File: src/rtl/core_pkg.sv
// core_pkg: shared RV32I opcode constants, loader state encoding and opcode filter
package core_pkg;
    localparam logic [6:0] OPC_RTYPE  = 7'b0110011;
    localparam logic [6:0] OPC_LOAD   = 7'b0000011;
    localparam logic [6:0] OPC_STORE  = 7'b0100011;
    localparam logic [6:0] OPC_BRANCH = 7'b1100011;
    localparam logic [6:0] OPC_ITYPE  = 7'b0010011;
    localparam logic [6:0] OPC_JALR   = 7'b1100111;
    localparam logic [6:0] OPC_JAL    = 7'b1101111;
    localparam logic [6:0] OPC_LUI    = 7'b0110111;

    typedef enum logic [2:0] {ST_IDLE, ST_HDR, ST_DATA, ST_WRITE, ST_DONE} loader_state_e;

    function automatic logic opcode_supported(input logic [6:0] opc);
        return opc inside {OPC_RTYPE, OPC_LOAD, OPC_STORE, OPC_BRANCH,
                           OPC_ITYPE, OPC_JALR, OPC_JAL, OPC_LUI};
    endfunction
endpackage

File: src/rtl/byte_word_assembler.sv
// byte_word_assembler: packs stream bytes little-endian into a 32-bit word
module byte_word_assembler (
    input  logic        clk_i,
    input  logic        rst_ni,
    input  logic        clr_i,
    input  logic        take_i,
    input  logic [7:0]  byte_i,
    output logic [1:0]  idx_o,
    output logic [31:0] word_o,
    output logic        word_valid_o
);
    logic [1:0]  idx_q, idx_d;
    logic [23:0] data_q, data_d;

    // The 4th byte is never stored: it is presented live on word_o[31:24]
    always_comb begin
        idx_d  = clr_i ? 2'd0 : take_i ? idx_q + 2'd1 : idx_q;
        data_d = (take_i && idx_q != 2'd3)
               ? (data_q & ~(24'hFF << {idx_q, 3'b000})) | (24'(byte_i) << {idx_q, 3'b000})
               : data_q;
    end

    always_ff @(posedge clk_i) begin
        if (!rst_ni) begin
            idx_q  <= 2'd0;
            data_q <= 24'd0;
        end else begin
            idx_q  <= idx_d;
            data_q <= data_d;
        end
    end

    assign idx_o        = idx_q;
    assign word_o       = {byte_i, data_q};
    assign word_valid_o = take_i && idx_q == 2'd3;
endmodule

File: src/rtl/imem_program_loader.sv
// imem_program_loader: streams a length-prefixed byte program into imem, holding the core until done.
// Optional LOADER_OPCODE_CHECK_EN aborts the load on a word with an unsupported RV32I opcode.
module imem_program_loader #(
    parameter int IMEM_DEPTH = 256
) (
    input  logic                          clk_i,
    input  logic                          rst_ni,
    input  logic                          start_i,
    input  logic [7:0]                    byte_i,
    input  logic                          byte_valid_i,
    output logic                          byte_ready_o,
    output logic                          imem_we_o,
    output logic [$clog2(IMEM_DEPTH)-1:0] imem_addr_o,
    output logic [31:0]                   imem_wdata_o,
    output logic                          core_hold_o,
    output logic                          done_o,
    output logic                          err_o,
    output logic [15:0]                   words_o
);
    import core_pkg::*;

    localparam int AW = $clog2(IMEM_DEPTH);

    loader_state_e state_q, state_d;
    logic [15:0]   len_q, len_d, words_q, words_d, hdr_n;
    logic [AW-1:0] addr_q, addr_d;
    logic [31:0]   wdata_q, wdata_d, word;
    logic          err_q, err_d, take, clr, word_valid, opc_ok;
    logic [1:0]    idx;

    assign take  = byte_valid_i && byte_ready_o;
    assign hdr_n = {word[31:24], word[7:0]};

`ifdef LOADER_OPCODE_CHECK_EN
    assign opc_ok = opcode_supported(wdata_q[6:0]);
`else
    assign opc_ok = 1'b1;
`endif

    byte_word_assembler u_asm (
        .clk_i        (clk_i),
        .rst_ni       (rst_ni),
        .clr_i        (clr),
        .take_i       (take),
        .byte_i       (byte_i),
        .idx_o        (idx),
        .word_o       (word),
        .word_valid_o (word_valid)
    );

    always_comb begin
        state_d = state_q;
        len_d   = len_q;
        words_d = words_q;
        err_d   = err_q;
        addr_d  = addr_q;
        wdata_d = wdata_q;
        clr     = 1'b0;
        case (state_q)
            ST_IDLE, ST_DONE: if (start_i) begin
                state_d = ST_HDR;
                err_d   = 1'b0;
                words_d = 16'd0;
                clr     = 1'b1;
            end
            ST_HDR: if (take && idx == 2'd1) begin
                clr     = 1'b1;
                len_d   = hdr_n;
                err_d   = {1'b0, hdr_n} > 17'(IMEM_DEPTH);
                state_d = (hdr_n == 16'd0 || err_d) ? ST_DONE : ST_DATA;
            end
            ST_DATA: if (word_valid) begin
                state_d = ST_WRITE;
                addr_d  = words_q[AW-1:0];
                wdata_d = word;
            end
            ST_WRITE: if (!opc_ok) begin
                state_d = ST_DONE;
                err_d   = 1'b1;
            end else begin
                words_d = words_q + 16'd1;
                state_d = (words_q + 16'd1 == len_q) ? ST_DONE : ST_DATA;
            end
            default: state_d = ST_IDLE;
        endcase
    end

    always_ff @(posedge clk_i) begin
        if (!rst_ni) begin
            state_q <= ST_IDLE;
            len_q   <= 16'd0;
            words_q <= 16'd0;
            err_q   <= 1'b0;
            addr_q  <= '0;
            wdata_q <= 32'd0;
        end else begin
            state_q <= state_d;
            len_q   <= len_d;
            words_q <= words_d;
            err_q   <= err_d;
            addr_q  <= addr_d;
            wdata_q <= wdata_d;
        end
    end

    assign byte_ready_o = state_q == ST_HDR || state_q == ST_DATA;
    assign imem_we_o    = state_q == ST_WRITE && opc_ok;
    assign imem_addr_o  = addr_q;
    assign imem_wdata_o = wdata_q;
    assign done_o       = state_q == ST_DONE && !err_q;
    assign core_hold_o  = !done_o;
    assign err_o        = err_q;
    assign words_o      = words_q;
endmodule

File: config.mk
export PLATFORM = sky130hd
export DESIGN_NAME = imem_program_loader
export DESIGN_NICKNAME = d
export VERILOG_FILES = /design/src/rtl/core_pkg.sv /design/src/rtl/byte_word_assembler.sv /design/src/rtl/imem_program_loader.sv
export SDC_FILE = /design/constraint.sdc
export NUM_CORES = 1
export LEC_CHECK = 0
export BUFFER_PORTS_ARGS = -buffer_cell sky130_fd_sc_hd__buf_2
export CAP_MARGIN = 25
export CORE_MARGIN = 2
export CORE_UTILIZATION = 45
export DETAILED_ROUTE_END_ITERATION = 8
export PLACE_DENSITY = 0.76
export SYNTH_ARGS = -nofsm -noshare
export SYNTH_HDL_FRONTEND = slang
export SYNTH_HIERARCHICAL = 1
export SYNTH_SLANG_ARGS = --single-unit
export TNS_END_PERCENT = 30
File: constraint.sdc
create_clock -name clk_i -period 4.07 [get_ports clk_i]
set_input_delay 0.814 -clock clk_i [delete_from_list [all_inputs] [get_ports clk_i]]
set_output_delay 0.814 -clock clk_i [all_outputs]
set_load 0.02 [all_outputs]
## After elaboration in Yosys (flattened, before gate mapping)

Cells that the tools add are included.

- Shifts and indexed selects: 2
- Bitwise logic cells: 4
- Multiplexer cells: 14
- Equal/unequal tests: 11
- $add $sub $neg: 2
- Reduce and logical (&&, ||, !) cells: 20
- $lt $le $gt $ge: 1

Operators by type and width:

| cell | count |
|---|---|
| case mux 16 bit (2 select lines) | 1 |
| bitwise AND 24 bit | 1 |
| NOT 24 bit | 1 |
| OR 24 bit | 1 |
| << shifter 8 x 5 -> 24 bit | 1 |
| << shifter 8 x 5 -> 24 bit, first input constant | 1 |
| adder 16 x 1 -> 16 bit, second input constant | 1 |
| equality test 16 bit | 1 |
| greater-than comparator 16 x 9 -> 1 bit, second input constant | 1 |
| logical NOT 16 bit | 1 |
| 2-to-1 mux 16 bit | 1 |
| 2-to-1 mux 3 bit | 5 |
| case mux 3 bit (4 select lines) | 1 |
| equality test 3 x 2 -> 1 bit, second input constant | 2 |
| inequality test 2 bit, second input constant | 3 |
| AND reduction 2 bit | 3 |
| AND reduction 3 bit | 2 |
| logical AND 1 bit | 5 |
| 2-to-1 mux 1 bit | 4 |
| case mux 1 bit (2 select lines) | 2 |
| nonzero test 2 bit | 2 |
| OR reduction 2 bit | 2 |
| equality test 3 x 1 -> 1 bit, second input constant | 1 |
| equality test 3 bit, second input constant | 1 |
| 8 further kinds | 10 |

- Word-level logic and storage cells: 62
- Output and inout port bits: 61
- Register bits after elaboration: 102

## Longest topological paths before layout

Gate-level depths: netlist of run 1.

- Word-level depth: 7
- Mapped depth: 11

## Cells and area by module

The synthesis of run 1 kept the hierarchy.

By module, submodules not included:

| module | cells an instance | sequential area each (sq um) | area an instance (sq um) | times used |
|---|---|---|---|---|
| imem_program_loader | 453 | 1521.5 | 3694.8 | 1 |
| byte_word_assembler | 119 | 520.5 | 1113.6 | 1 |

## Least setup slack after synthesis of run 1

No wires, ideal clock.

- Path type: reg2reg
- From: register words_q[0] (netlist: words_o[0])
- To: register state_q[2]
- Path buffers: 1
- Arrival time: 2628 ps
- Path slack: 1346 ps
- Setup time: 96 ps
- Cell stages (with the launch flop): 9
- Data required time: 3974 ps
- Cell sequence: dfxtp_1 > ha_1 > nand3_2 > or3_1 > buf_4 > mux2_1 > mux2i_1 > or4_1 > o41ai_2

- Word-level cells in the longest chain between the ends: 4

Ends and longest elaborated chain:

| element | line | source |
|---|---|---|
| start, declared | imem_program_loader.sv:25 | `logic [15:0] len_q, len_d, words_q, words_d, hdr_n;` |
| start signal, assigned | imem_program_loader.sv:99 | `words_q <= words_d;` |
| adder 16 x 1 -> 16 bit | imem_program_loader.sv:82 | `state_d = (words_q + 16'd1 == len_q) ? ST_DONE : ST_DATA;` |
| equality test 16 bit | imem_program_loader.sv:82 |  |
| 2-to-1 mux 3 bit | imem_program_loader.sv:82 |  |
| case mux 3 bit (4 select lines) | imem_program_loader.sv:59 | `case (state_q)` |
| end signal, assigned | imem_program_loader.sv:97 | `state_q <= state_d;` |
| end, declared | imem_program_loader.sv:24 | `loader_state_e state_q, state_d;` |

Every way passes these cells.
A chain may end at the register's enable or synchronous reset.

## Worst setup path after layout of run 1

- From: register state_q[1]
- To: output port imem_we_o

- Word-level cells in the longest chain between the ends: 1

Ends and longest elaborated chain:

| element | line | source |
|---|---|---|
| equality test 3 x 2 -> 1 bit | imem_program_loader.sv:107 | `assign imem_we_o = state_q == ST_WRITE && opc_ok;` |
| end, declared | imem_program_loader.sv:12 | `output logic imem_we_o,` |

Every way passes these cells.

==> results of run 1 <==
## state kept, by name, summed over array words and instances (netlist names)
signal        flops
imem_wdata_o     32
err_o             1
state_q           3
imem_addr_o       8
words_o          16
u_asm/idx_o       2
len_q            16
u_asm/data_q     24
## routing by layer
metal	GRT usage (%)	up-vias	wire length, µm
li1	-	2017	-
met1	28.1	1974	5110
met2	34.0	171	5640
met3	5.08	19	915
met4	5.49	0	124
met5	0	-	0
## worst min-delay path: stages (launching register included)
cell and delay (ns):
sky130_fd_sc_hd__dfxtp_1 0.32, sky130_fd_sc_hd__nand2_1 0.05, sky130_fd_sc_hd__a21boi_0 0.06
## kinds of logic after synthesis
kind of cell | synth area share (%)
AO/OA/AOI/OAI | 18.4
XOR/XNOR | 4.74
adder cells (fa/ha/maj) | 1.30
buffers and inverters | 6.01
flip-flops | 42.5
multiplexers | 1.07
AND/OR/NAND/NOR | 26.0
## layout make-up
type,count,area (µm²)
Sequential cell,102,2040
Tap cell,136,170
Clock buffer,9,124
Inverter,7,26.3
Clock inverter,7,63.8
Multi-Input combinational cell,415,2480
Fill cell,1004,5070
Timing Repair Buffer,77,398
## final timing paths
kind,end,slack (ns),depth (start not counted)
worst max register to register,state_q[2],1.19,7
worst min-delay path,imem_addr_o[6],0.47,2
worst max-delay path,imem_we_o,0.98,4
worst min register to register,imem_addr_o[6],0.47,2
## per-stage QoR
stage	hold slack, ns	util, %
6_report	0.466	51.1
5_1_grt	0.489	51.1
4_1_cts	0.468	51.1
3_5_place_dp	0.449	49.3
3_3_place_gp	0.448	49.3
2_1_floorplan	0.436	-
## synthesized netlist by cell type (all sizes together) (5+ instances only)
cell type	number
o22ai	24
o21ai	7
xor2	8
inv	7
a21oi	13
nor2	18
xnor2	18
and3b	5
ha	5
nand3	8
and2	5
nor2b	12
buf	19
nor4	7
clkbuf	29
nand2	164
a21boi	58
dfxtp	102
nor3	14
## where the power goes
group | internal [mW] | switching [mW]
Combinational | 0.0311 | 0.0533
Clock | 0.238 | 0.386
Sequential | 1.00 | 0.00964
Total | 1.27 | 0.449
==> impl_results.rst, run 1 <==
.. list-table::
   :header-rows: 1

   * - Metric
     - Value
   * - Synth area leaders
     - sky130_fd_sc_hd__dfxtp_1, sky130_fd_sc_hd__nand2_1, sky130_fd_sc_hd__a21boi_0
   * - Setup repair after global routing missed its margin
     - no
   * - Library cell occupying the most area in the post-synthesis netlist
     - sky130_fd_sc_hd__dfxtp_1
   * - Die area
     - between 10000 and 15000 µm²
   * - Final RePlAce weighted congestion
     - 0.914
   * - Commonest non-fill, non-tap cell in the layout
     - sky130_fd_sc_hd__nand2_1
   * - Global Route Usage Sum
     - 21.0%
   * - Slew Viols, Final
     - 0
   * - Cells after synthesis
     - 572
   * - VDD IR max
     - 0.000210 V
   * - Power per cell area
     - 325 nW/µm²
   * - Placed Instances
     - 737
   * - Result of the run
     - finished, final reports clean
   * - Die Height
     - ~110 µm
   * - Number of detailed-routing iterations run before antenna repair
     - 4
   * - Area growth from synthesis to layout
     - 10.3%
   * - Chip Width
     - about 110 µm
   * - Hold Vio Cnt, Final
     - 0
   * - Critical path buffer and inverter count
     - 2
   * - Worst setup path startpoint
     - state_q[1]
   * - WL final
     - 11.8 mm
   * - Post-Place Cell Area
     - roughly 5000 µm²
   * - Routed wire length per instance
     - approximately 16 µm
   * - Number of placement rows
     - 37
   * - Post-Syn Nets
     - slightly below 600
   * - Port bufs
     - 72
   * - Buffer depth of the longest clock path
     - 2
   * - Final critical-path setup slack
     - 0.975 ns
   * - Top-area cell type share of the netlist area
     - 42.5%
   * - Initial drt markers
     - a little over 300
   * - Least-Margin Pin Slew
     - roughly 0.8 ns
   * - Worst hold path startpoint
     - imem_addr_o[6]
   * - Hpwl dp
     - approximately 8.4 mm
   * - Total power of the final layout
     - 1.72 mW
   * - Vias/cell
     - 5.55
   * - Root Buffer Master
     - sky130_fd_sc_hd__clkbuf_8
   * - Post-Syn Area per Cell
     - 8.41 µm²
   * - Total number of nets in the final design
     - roughly 630
   * - Post-route ant nets
     - 0
   * - Clock H-tree levels
     - 3
   * - Post-CTS repair timing setup buffer count
     - 0
   * - TritonCTS clock tree
     - done
   * - Number of buffers inserted during clock tree synthesis
     - 9
   * - Post-synth EDFFs
     - 0
   * - Time the worst path needs with I/O delays and setup
     - 3.09 ns
   * - I/O pin count
     - 73
   * - Ant diodes
     - 0
   * - Routed vias
     - ~4200
   * - Cell area after layout
     - 5300 µm²
   * - Category of the worst setup path launch point
     - flop
   * - Via count of the first global-routing pass
     - 3879
   * - Max_cap viols
     - 0
   * - Number of distinct library cell variants in the gate-level netlist after synthesis
     - 56
   * - Final setup violation count
     - 0
   * - CP Cell Sequence
     - nor2b_1 -> nand2_1 -> inv_1 -> buf_2
   * - Slowest library cell on the worst path
     - sky130_fd_sc_hd__inv_1
   * - Yosys warning total
     - 6
   * - # clock sinks
     - 102
   * - Sum Neg Setup Slack
     - 0 ns
   * - First-pass GRT wire length
     - between 15 and 20 mm
   * - Grt total ovfl
     - 0
   * - Post-route fraction of the period consumed by the critical path
     - 76.0%
   * - Ratio of cells with drive above 1 in the final layout
     - 18.0%
   * - Hold Crit Class
     - reg -> reg
   * - Clock-pin slew of the registers on the worst-case setup and hold paths
     - roughly 0.1 ns
   * - Sequential fraction of the synthesis area
     - 42.5%
   * - Highest-count cells in the layout ignoring fill and taps
     - sky130_fd_sc_hd__nand2_1, sky130_fd_sc_hd__dfxtp_1, sky130_fd_sc_hd__buf_2
   * - Total leakage power
     - slightly above 2 nW
   * - Biggest cell delay along the critical path
     - 0.53 ns
   * - Latest clock arrival within the worst-skew pair
     - 0.37 ns
   * - Top Family by Delay on Critical Path
     - buffers and inverters
   * - Required time of the worst setup path
     - 3.26 ns
   * - Total of hold buffers inserted after clock tree synthesis
     - 0
   * - Post-synthesis sequential element count
     - 102
   * - Category of the critical setup timing path
     - reg -> out
   * - CP endpoint kind
     - output port
   * - Effective utilization at floorplan
     - 46.4%
   * - Most used DFF post-synth
     - sky130_fd_sc_hd__dfxtp_1
   * - Count of unresolved DRC violations after routing
     - 0
   * - Startpoint of the lowest-slack register-to-register path
     - words_o[0]
   * - Worst Setup Slack post-DPL
     - 1.22 ns
   * - Core area
     - 10400 µm²
   * - Share of async-settable or async-resettable flops after synthesis
     - 0%
   * - Number of antenna violations at the first check in global routing
     - 0
   * - Worst Path Max Fanout
     - 19
   * - Top achievable clock speed
     - ~0.32 GHz
   * - Count of placed standard cells in the final layout, fillers left out
     - 753
   * - Mapped cell area
     - 4810 µm²
   * - Critical Path AT
     - approximately 2.3 ns
   * - Relative slew slack
     - a little under half
   * - Maximum number of pins on one net before global-route repair
     - between 50 and 60
   * - Maximum clock skew at final layout
     - between 0.015 and 0.02 ns
   * - Post-cts repair resize count
     - 0
No activity file was read; power rests on OpenSTA's default activity.
==> inputs of run 2 (changes only) <==
==> constraint.sdc (replaced) <==
create_clock -name clk_i -period 2.9 [get_ports clk_i]
set_input_delay 0.58 -clock clk_i [delete_from_list [all_inputs] [get_ports clk_i]]
set_output_delay 0.58 -clock clk_i [all_outputs]
set_load 0.02 [all_outputs]
==> run 2 against run 1 <==
  * Via count fell by 1.7%
  * Count of clock-buffer cells in the layout stayed put
  * Setup slack got worse by 0.72 ns
  * Power rose by 46%
  * Critical endpoint is now state_q[2]
  * Highest routed layer unchanged
==> impl_results.rst, run 2 (synthesis results as in run 1) <==
.. list-table::
   :header-rows: 1

   * - Metric
     - Value
   * - Vias/cell
     - approximately 5.4
   * - Required time of the worst setup path
     - 3.18 ns
   * - Area growth from synthesis to layout
     - 12.4%
   * - Chip Width
     - 107 µm
   * - Initial drt markers
     - around 200
   * - Via count of the first global-routing pass
     - 3880
   * - Worst Path Max Fanout
     - 7
   * - Startpoint of the lowest-slack register-to-register path
     - words_o[0]
   * - Port bufs
     - 72
   * - Clock-pin slew of the registers on the worst-case setup and hold paths
     - 0.11 ns
   * - Count of unresolved DRC violations after routing
     - 0
   * - Hold Path Cell Cnt
     - 2
   * - Hold Vio Cnt, Final
     - 0
   * - Post-route fraction of the period consumed by the critical path
     - 91.3%
   * - Core area
     - 10400 µm²
   * - Top achievable clock speed
     - approximately 0.38 GHz
   * - Worst Reg-to-Reg Cells
     - 7
   * - Maximum number of pins on one net before global-route repair
     - 41
   * - Hpwl dp
     - 8.83 mm
   * - Number of buffers inserted during clock tree synthesis
     - 9
   * - Number of detailed-routing iterations run before antenna repair
     - 5
   * - VDD IR max
     - around 0.00034 V
   * - Post-cts repair resize count
     - 0
   * - CP Cell Sequence
     - ha_1 -> nand3_2 -> or3_1 -> mux2_1 -> mux2i_1 -> or4_1 -> o41ai_2
   * - Global Route Usage Sum
     - 21.6%
   * - Slew Viols, Final
     - 0
   * - Least-Margin Pin Slew
     - ~0.58 ns
   * - Relative slew slack
     - about 61%
   * - Slowest library cell on the worst path
     - sky130_fd_sc_hd__or4_1
   * - TritonCTS clock tree
     - done
   * - Top Family by Delay on Critical Path
     - simple AND/OR/NAND/NOR gates
   * - Latest clock arrival within the worst-skew pair
     - around 0.37 ns
   * - Setup repair after global routing missed its margin
     - no
   * - # clock sinks
     - 102
   * - Post-CTS repair timing setup buffer count
     - 0
   * - Total power of the final layout
     - 2.51 mW
   * - Total of hold buffers inserted after clock tree synthesis
     - 0
   * - Maximum clock skew at final layout
     - 0.0123 ns
   * - Total leakage power
     - approximately 2.1 nW
   * - WL final
     - 12.2 mm
   * - Max FFs per register
     - 32
   * - Worst hold path startpoint
     - imem_wdata_o[27]
   * - Root Buffer Master
     - sky130_fd_sc_hd__clkbuf_8
   * - Number of placement rows
     - 37
   * - Sum Neg Setup Slack
     - 0 ns
   * - Routed vias
     - 4108
   * - Max_cap viols
     - 0
   * - Number of antenna violations at the first check in global routing
     - 0
   * - Grt total ovfl
     - 0
   * - Buffer depth of the longest clock path
     - 2
   * - Clock H-tree levels
     - 3
   * - Effective utilization at floorplan
     - about 46%
   * - Critical Path AT
     - a little under 3 ns
   * - Time the worst path needs with I/O delays and setup
     - 2.65 ns
   * - Die Height
     - about 110 µm
   * - Final RePlAce weighted congestion
     - a little under 0.9
   * - Final setup violation count
     - 0
   * - Hold endpoint
     - imem_wdata_o[27]
   * - First-pass GRT wire length
     - approximately 20 mm
   * - Ratio of cells with drive above 1 in the final layout
     - roughly a fifth
   * - Critical path buffer and inverter count
     - 0
   * - Category of the critical setup timing path
     - reg -> reg
   * - Power per cell area
     - about 460 nW/µm²
   * - Commonest non-fill, non-tap cell in the layout
     - sky130_fd_sc_hd__nand2_1
   * - Setup slack of the worst register-to-register path
     - ~0.25 ns
   * - Hold Crit Class
     - reg -> reg
   * - Highest-count cells in the layout ignoring fill and taps
     - sky130_fd_sc_hd__nand2_1, sky130_fd_sc_hd__dfxtp_1, sky130_fd_sc_hd__buf_2
   * - Total number of nets in the final design
     - 637
   * - Worst setup path startpoint
     - words_o[0]
   * - I/O pin count
     - 73
   * - RR Endpoint
     - state_q[2]
   * - Post-route ant nets
     - 0
   * - CP endpoint kind
     - flop
   * - Biggest cell delay along the critical path
     - 0.56 ns
   * - Ant diodes
     - 0
   * - Result of the run
     - finished, final reports clean
   * - Die area
     - approximately 12000 µm²
   * - Category of the worst setup path launch point
     - flop
   * - Routed wire length per instance
     - 16.0 µm
run 2: changes by cell type in the layout (fill, tap and decap cells not counted), sizes merged:
cell	delta
bufinv	+1
buf	+8
clkinvlp	+1
inv	-2
run 2: area by class of cell:
class                           instances  area, µm²
Timing Repair Buffer                   85        470
Sequential cell                       102       2040
Inverter                                7       26.3
Clock inverter                          7       92.6
Multi-Input combinational cell        415       2480
Fill cell                             988       4970
Clock buffer                            9        124
Tap cell                              136        170
run 2: stage by stage:
step           hold WS (ns)  std cells  setup WS, ns  util (%)  cell area [µm²]
4_1_cts               0.470        761         0.261      52.1             5400
3_5_place_dp          0.453        745         0.271      50.0             5190
6_report              0.469        761         0.252      52.1             5400
3_3_place_gp          0.448        745         0.367      50.0             5190
2_1_floorplan         0.436        572         0.176         -             4810
5_1_grt               0.486        761        0.0737      52.1             5400
run 2: worst max-delay path by stage:
stage,endpoint,cells after the start
after detailed placement,state_q[2],7
after floorplan,state_q[2],8
after global routing,state_q[2],6
after CTS,state_q[2],7
after global placement,state_q[2],7
final,state_q[2],7
run 2: report_power, final:
group | switching (mW) | internal [mW]
clock network | 0.543 | 0.420
logic | 0.0772 | 0.0454
registers | 0.0138 | 1.41
run 2: worst register-to-register path, delay by kind of cell, from the launching register on:
family	cells	cell delay, ns
simple gates	3	1.30
flops	1	0.34
compound gates	1	0.34
mux	2	0.31
fa+ha+maj	1	0.27
run 2: routing by layer:
layer | GRT usage [%] | part of all wire (%) | vias to the layer above
met5 | 0 | 0 | -
met2 | 36.0 | 48 | 136
met1 | 27.8 | 44 | 1913
li1 | - | - | 2041
met3 | 4.96 | 6.4 | 18
met4 | 6.32 | 1.5 | 0
